## src/rtl/station_dispatch.sv

```systemverilog
// station_dispatch: latches a destination from go commands, gates motion until the matching station ID, buzzes while blocked.
// Optional transit watchdog enabled by defining STATION_TIMEOUT_EN.
module station_dispatch #(
  parameter int BUZZ_DIV  = 6250,
  parameter int TIMEOUT_W = 26
) (
  input  logic        clk,
  input  logic        rst_n,
  input  logic [15:0] cmd,
  input  logic        cmd_rdy,
  output logic        clr_cmd_rdy,
  input  logic [7:0]  ID,
  input  logic        ID_vld,
  output logic        clr_ID_vld,
  input  logic        OK2Move,
  output logic        go,
  output logic        in_transit,
  output logic        buzz,
  output logic        buzz_n,
  output logic        timeout
);
  localparam int CW = (BUZZ_DIV > 1) ? $clog2(BUZZ_DIV) : 1;
  typedef enum logic {IDLE, MOVING} state_t;
  state_t state_q, state_d;
  logic [5:0]    dest_id_q, dest_id_d;
  logic [CW-1:0] cnt_q, cnt_d;
  logic          buzz_q, buzz_d;
  logic [1:0]    op;
  logic          blocked, wrap;
  logic          unused_cmd;
  assign op         = cmd[15:14];
  assign unused_cmd = ^cmd[13:6];
  assign blocked    = in_transit & ~OK2Move;
  assign wrap       = cnt_q == CW'(BUZZ_DIV - 1);
  always_ff @(posedge clk or negedge rst_n)
    if (!rst_n) begin
      state_q   <= IDLE;
      dest_id_q <= '0;
      cnt_q     <= '0;
      buzz_q    <= 1'b0;
    end else begin
      state_q   <= state_d;
      dest_id_q <= dest_id_d;
      cnt_q     <= cnt_d;
      buzz_q    <= buzz_d;
    end
  // A pending command always shadows a pending ID while moving.
  always_comb begin
    state_d   = state_q;
    dest_id_d = dest_id_q;
    if (state_q == IDLE) begin
      if (cmd_rdy && op == 2'b01) begin
        state_d   = MOVING;
        dest_id_d = cmd[5:0];
      end
    end else if (cmd_rdy) begin
      if (op == 2'b01) dest_id_d = cmd[5:0];
      else if (op == 2'b00) state_d = IDLE;
    end else if (ID_vld && ID[7:6] == 2'b00 && ID[5:0] == dest_id_q) begin
      state_d = IDLE;
    end
    if (timeout) state_d = IDLE;
  end
  always_comb begin
    cnt_d  = blocked ? (wrap ? '0 : cnt_q + 1'b1) : '0;
    buzz_d = blocked ? buzz_q ^ wrap : 1'b0;
  end
  always_comb begin
    in_transit  = state_q == MOVING;
    go          = in_transit & OK2Move;
    clr_cmd_rdy = cmd_rdy;
    clr_ID_vld  = ID_vld & (~in_transit | ~cmd_rdy);
    buzz        = buzz_q;
    buzz_n      = ~buzz_q;
  end
`ifdef STATION_TIMEOUT_EN
  logic [TIMEOUT_W-1:0] wd_q, wd_d;
  always_ff @(posedge clk or negedge rst_n)
    if (!rst_n) wd_q <= '0;
    else        wd_q <= wd_d;
  // Held at zero in IDLE so entry to MOVING starts from a clean count.
  always_comb wd_d = (!in_transit || (ID_vld && !cmd_rdy)) ? '0 : (OK2Move ? wd_q + 1'b1 : wd_q);
  assign timeout = in_transit & (&wd_q);
`else
  logic unused_w;
  assign unused_w = TIMEOUT_W > 0;
  assign timeout  = 1'b0;
`endif
endmodule

```

## config.mk

```make
export PLATFORM = sky130hd
export DESIGN_NAME = station_dispatch
export DESIGN_NICKNAME = d
export VERILOG_FILES = /design/src/rtl/station_dispatch.sv
export SDC_FILE = /design/constraint.sdc
export NUM_CORES = 1
export LEC_CHECK = 0
export ABC_CLOCK_PERIOD_IN_PS = 1800
export BUFFER_PORTS_ARGS = -buffer_cell sky130_fd_sc_hd__buf_2
export CAP_MARGIN = 25
export CORE_UTILIZATION = 45
export DETAILED_ROUTE_END_ITERATION = 8
export PLACE_DENSITY_LB_ADDON = 0.12
export SLEW_MARGIN = 20
export SYNTH_ARGS = -nofsm -noshare
export SYNTH_HDL_FRONTEND = slang
export SYNTH_SLANG_ARGS = --single-unit
```

## constraint.sdc

```tcl
create_clock -name clk -period 1.8 [get_ports clk]
set_input_delay 0.18 -clock clk [delete_from_list [all_inputs] [get_ports clk]]
set_output_delay 0.18 -clock clk [all_outputs]
set_load 0.01 [all_outputs]
```

=== Yosys cells after proc, flatten, opt, wreduce, memory -nomap -nowiden ===
Index checks and enable logic that the tools add are counted.

* Latch bits: 0
* Bits in read-only memories: 0
* Memories kept: 0
* Word-level logic and storage cells: 39
* Bits in writable memories: 0
* Output and inout bits: 7
* Register bits after elaboration: 21
* Input port bits: 29

* Div/mod/pow operators: 0
* $lt $le $gt $ge: 0
* $add $sub $neg: 1
* Multipliers: 0
* Shift operators: 0
* Equal/unequal tests: 5
* Mux-type cells: 13
* Reduce and logical (&&, ||, !) cells: 7
* Bitwise logic cells: 9

{| class="wikitable"
|+ Operators with widths
! kind !! count
|-
| $mux 13 || 2
|-
| $mux 6 || 4
|-
| $add 13x1->13 const B || 1
|-
| $eq 13x13->1 const B || 1
|-
| $mux 1 || 7
|-
| $eq 6x6->1 || 1
|-
| $logic_not 2->1 || 2
|-
| $not 1->1 || 4
|-
| $and 1x1->1 || 3
|-
| $logic_and 1x1->1 || 3
|-
| $reduce_and 3->1 || 1
|-
| $eq 2x1->1 const B || 1
|-
| $ne 2x1->1 const B || 1
|-
| $ne 2x2->1 const B || 1
|-
| $reduce_bool 2->1 || 1
|-
| $or 1x1->1 || 1
|-
| $xor 1x1->1 || 1
|}

=== Depth between registers and ports, before layout ===
* Depth in word-level cells: 6
* Mapped depth: 7

=== Worst setup path before layout ===
Ideal clock, no wire load.

* Path type: reg2reg
* Start: reg cnt_q[0]
* End: reg cnt_q[12]
* Arrival: 1.227 ns
* Slack: 0.454 ns
* Clock period less this slack: 1.346 ns
* Setup time: 0.119 ns
* Path buffers: 0
* Cell stages (with the launch flop): 6
* Data required time: 1.681 ns
* Path through: dfrtp_1 -> ha_1 -> and4_4 -> nor4b_4 -> xnor2_1 -> nor2_2

* Cells in the longest elaborated chain, start to end: 3

{| class="wikitable"
|+ Ends and longest elaborated chain
! what !! line !! text
|-
| start: declaration || 26 || <nowiki>logic [CW-1:0] cnt_q, cnt_d;</nowiki>
|-
| start signal: assignment || 44 || <nowiki>cnt_q <= cnt_d;</nowiki>
|-
| $add 13x1->13 or $eq 13x13->1 (tied branches) || 65, 34 ||
|-
| $mux 13 (*) (2 in a row) || 65 || <nowiki>cnt_d = blocked ? (wrap ? '0 : cnt_q + 1'b1) : '0;</nowiki>
|-
| named net cnt_d[12] || 26 ||
|}

The timed path passes the listed nets; every way through them passes the cells marked *.
A chain may end at the register's enable or synchronous reset.

=== Worst setup path in the final report ===
Same ends and word-level chain as after synthesis.

==> summary by stage <==
Run status
The run finished with clean final reports.

Pwr
The areal power density over the cells is 674 nW/um^2. The part of the power in the clock network is 25.9%. The total net switching power is 0.221 mW. The worst-case IR drop observed on VDD is 0.514 mV. The sequential share of power is 60.5%. The internal power component is 0.653 mW.

Of the total power, the share spent switching nets is 25.2%. For this design the static power due to leakage is 0.593 nW. The combinational share of power is 13.7%.

The power after layout is 0.874 mW.

Synthesis
The count of unique library cells instantiated by Yosys is 32. The sequential element share of the synthesized area is 46.7%. The synthesized instance count is 101. The cell taking the most area after synthesis is dfrtp_1. The count of flip-flops with a built-in enable after synthesis is 0. Yosys printed 0 warnings. The most common flop cell mapped by yosys is dfrtp_1. Sorting the synthesized cells by area gives the leading types as dfrtp_1, xnor2_1, xor2_1, mux2_2, nor2_1. After synthesis the cells add up to 1120 um^2. After synthesis, the largest area contributor takes up 46.7% of total cell area. The per-instance average area after synthesis is 11.1 um^2. Of all flip-flops after synthesis, the portion carrying an async set or reset was 100%. The flop and latch count out of synthesis is 21. The synthesized net count is 132.

Clock tree
For this design, the sink count on the clock tree is 21. The root buffer cell is clkbuf_4. The number of H-tree levels is 1. The number of buffers added by the clock tree synthesis step is 3. The number of cells upsized or downsized after cts is 0. The clock latency of the later-clocked register in the worst-skew pair is 0.30 ns. Counting along the longest clock path gives a buffer depth of 2. Clock-pin slew was measured on the worst setup and hold paths at 0.12 ns. The clock tree from TritonCTS is yes.

Worst setup path
The maximum fanout along the worst path is 6. The number of cells on the worst reg-to-reg path is 5. The worst setup path is captured at a flip-flop.

The number of buffer and inverter stages on the critical path is 0. The kind of cell with the highest combined delay on the critical path is simple AND/OR/NAND/NOR gates. The longest individual stage delay on the worst path is 0.45 ns. The setup slack of the worst register-to-register path is 0.31 ns.

The start-to-end type of the worst setup path is flip-flop to flip-flop. STA puts the critical path data required time at 2.01 ns. The kind of start point of the critical path is a flip-flop. The signal arrival time at the worst endpoint is 1.69 ns. The signal on the critical path passes through ha_1 -> and4_4 -> nor4b_4 -> xnor2_1 -> nor2_2.

The end of the worst register-to-register path is cnt_q[12]. The reg-to-reg startpoint is cnt_q[0]. The slowest stage of the critical path belongs to the cell dfrtp_1.

Detailed routing
The total routed wirelength is 1810 um. The first routing iteration left 10 violations. The routed layout has 781 vias. For this run, design rule violations remaining after detail routing come to 0. After detailed routing, the average wire length per cell comes to 11.6 um. The ratio of routed vias to standard cells is 5.01. The number of nets with antenna violations after detailed routing is 0.

The number of detailed-routing iterations run before antenna repair is 2.

Cells and area
The count of placed standard cells in the final layout, fillers left out is 156. The net count of the finished layout is 160. For this run, the share of the core covered by cells in the final layout is 57.0%. 0 antenna diodes ended up in the layout. The area growth from synthesis to layout is 15.2%. The register area is 526 um^2. The library cells used most frequently in the layout, excluding fill and tap cells, are buf_2, dfrtp_1, nor2_1.

The fraction of final layout cells with drive strength greater than 1 is 33.6%. The fill cell total of the finished layout is 193. Summing all multi-input logic gate instances after layout gives 553 um^2.

Leaving out fill and tap cells, the most frequent cell in the layout is buf_2.

GRT
For this run, the total global-route usage over all layers was measured as 15.7%. The initial antenna violation count is 0. The first-pass GRT wire length is 3050 um.

Entering global routing, the biggest net connects 22 pins. Global routing finished with a remaining overflow of 0. The via count of the first global-routing pass is 702.

Timing
Setup repair after global routing left no endpoint under its margin. Final hold analysis gives a worst-case slack of 0.0492 ns. After routing, the total negative slack on setup checks comes to 0 ns.

Setup violations remaining at the end of the flow were counted as 0. The fraction of the cycle the final worst path needs is 82.6%. The smallest clock period supported by the final layout is computed as 1.49 ns.

The upper clock frequency limit is 673 MHz. The clock arrives with 0.0104 ns of skew. The count of final hold-check violations was 0. The count of final max-slew check failures came to 0.

Job
The number of maximum-capacitance constraint violations is 0.

Hold path
The min-delay analysis places its worst path in the category input pin to flip-flop. The critical hold path startpoint is OK2Move. Counting instances, the worst hold path has a depth of 2.

For hold timing, the worst endpoint is buzz.

Die
The initial utilization of the core area, before any placement, comes to 49.4%. The number of placement rows is 17. In this run the count of I/O pins placed on the die edge is 36. The x dimension of the die is 52.0 um.

After floorplanning, the core was sized to cover 2280 um^2. The die covers 2700 um^2. Measured along the y axis, the die boundary spans 52.0 um.

Placement
The HPWL after detailed placement is 1410 um. The routability-driven placement congestion ratio is 0.783. The total of buffers placed on input and output ports is 26.

The number of placed instances, taps included, is 151.
==> stage by stage <==
stage | area [um^2] | setup WS, ns
2_1_floorplan | 1120 | 0.454
5_1_grt | 1300 | 0.227
6_report | 1300 | 0.313
4_1_cts | 1300 | 0.305
3_5_place_dp | 1260 | 0.322
3_3_place_gp | 1260 | 0.359
==> Yosys cell counts, drive strengths merged (2+ instances only) <==
| cell type | instances |
|---|---|
| nor3 | 2 |
| inv | 4 |
| nand4 | 5 |
| xor2 | 8 |
| nand2 | 4 |
| nand3b | 2 |
| o21ai | 2 |
| dfrtp | 21 |
| ha | 2 |
| nand3 | 4 |
| xnor2 | 10 |
| mux2 | 6 |
| nor4b | 3 |
| buf | 3 |
| nor2 | 15 |
==> area by class of cell <==
type | count | share of cell area [%]
Inverter | 4 | 1.16
Timing Repair Buffer | 27 | 10.8
Clock inverter | 1 | 0.386
Multi-Input combinational cell | 72 | 42.7
Tap cell | 28 | 2.70
Clock buffer | 3 | 1.74
Sequential cell | 21 | 40.5
==> sequential cells by signal, summed over array words and instances, names as in the netlist <==
name        flops
dest_id_q       6
buzz            1
cnt_q          13
in_transit      1
==> metal layers <==
metal / global-route usage (%) / share of wire, %
met1: 21.7 / 49
met5: 0 / 0
met3: 3.51 / 2.9
met2: 23.3 / 48
met4: 6.76 / 0.89
==> logic make-up (layout without fill, tap and decap cells) <==
group	after synthesis	in the layout	synth area share, %
AO/OA/AOI/OAI	3	3	1.56
adder cells (fa/ha/maj)	2	2	2.22
flip-flops	21	21	46.7
AND/OR/NAND/NOR	42	42	25.0
multiplexers	6	6	6.01
other	1	1	0.333
buffers and inverters	8	35	4.11
XOR/XNOR	18	18	14.0
==> worst max-delay path by stage <==
stage / startpoint / cells past startpoint / to / slack [ns]
global placement: cnt_q[0] / 5 / cnt_q[12] / 0.36
finish: cnt_q[0] / 5 / cnt_q[12] / 0.31
CTS: cnt_q[0] / 5 / cnt_q[12] / 0.30
global route: cnt_q[0] / 5 / cnt_q[12] / 0.23
floorplan: cnt_q[0] / 5 / cnt_q[12] / 0.45
detailed placement: cnt_q[0] / 5 / cnt_q[12] / 0.32
==> power groups by stage <==
| stage | clock network, mW | logic, mW | registers [mW] |
|---|---|---|---|
| floorplan | 0 | 0.0778 | 0.534 |
| global placement | 0 | 0.118 | 0.537 |
| detailed placement | 0 | 0.120 | 0.538 |
| CTS | 0.235 | 0.122 | 0.529 |
| global route | 0.254 | 0.136 | 0.534 |
| finish | 0.226 | 0.119 | 0.529 |
==> timing repair <==
item | CTS | global route
endpoints found under the hold margin | 21 | 0
setup endpoints to repair | 0 | 0
hold buffers | 1 | 0
buffers inserted | 0 | 0
Power figures use the tool's default switching activity.
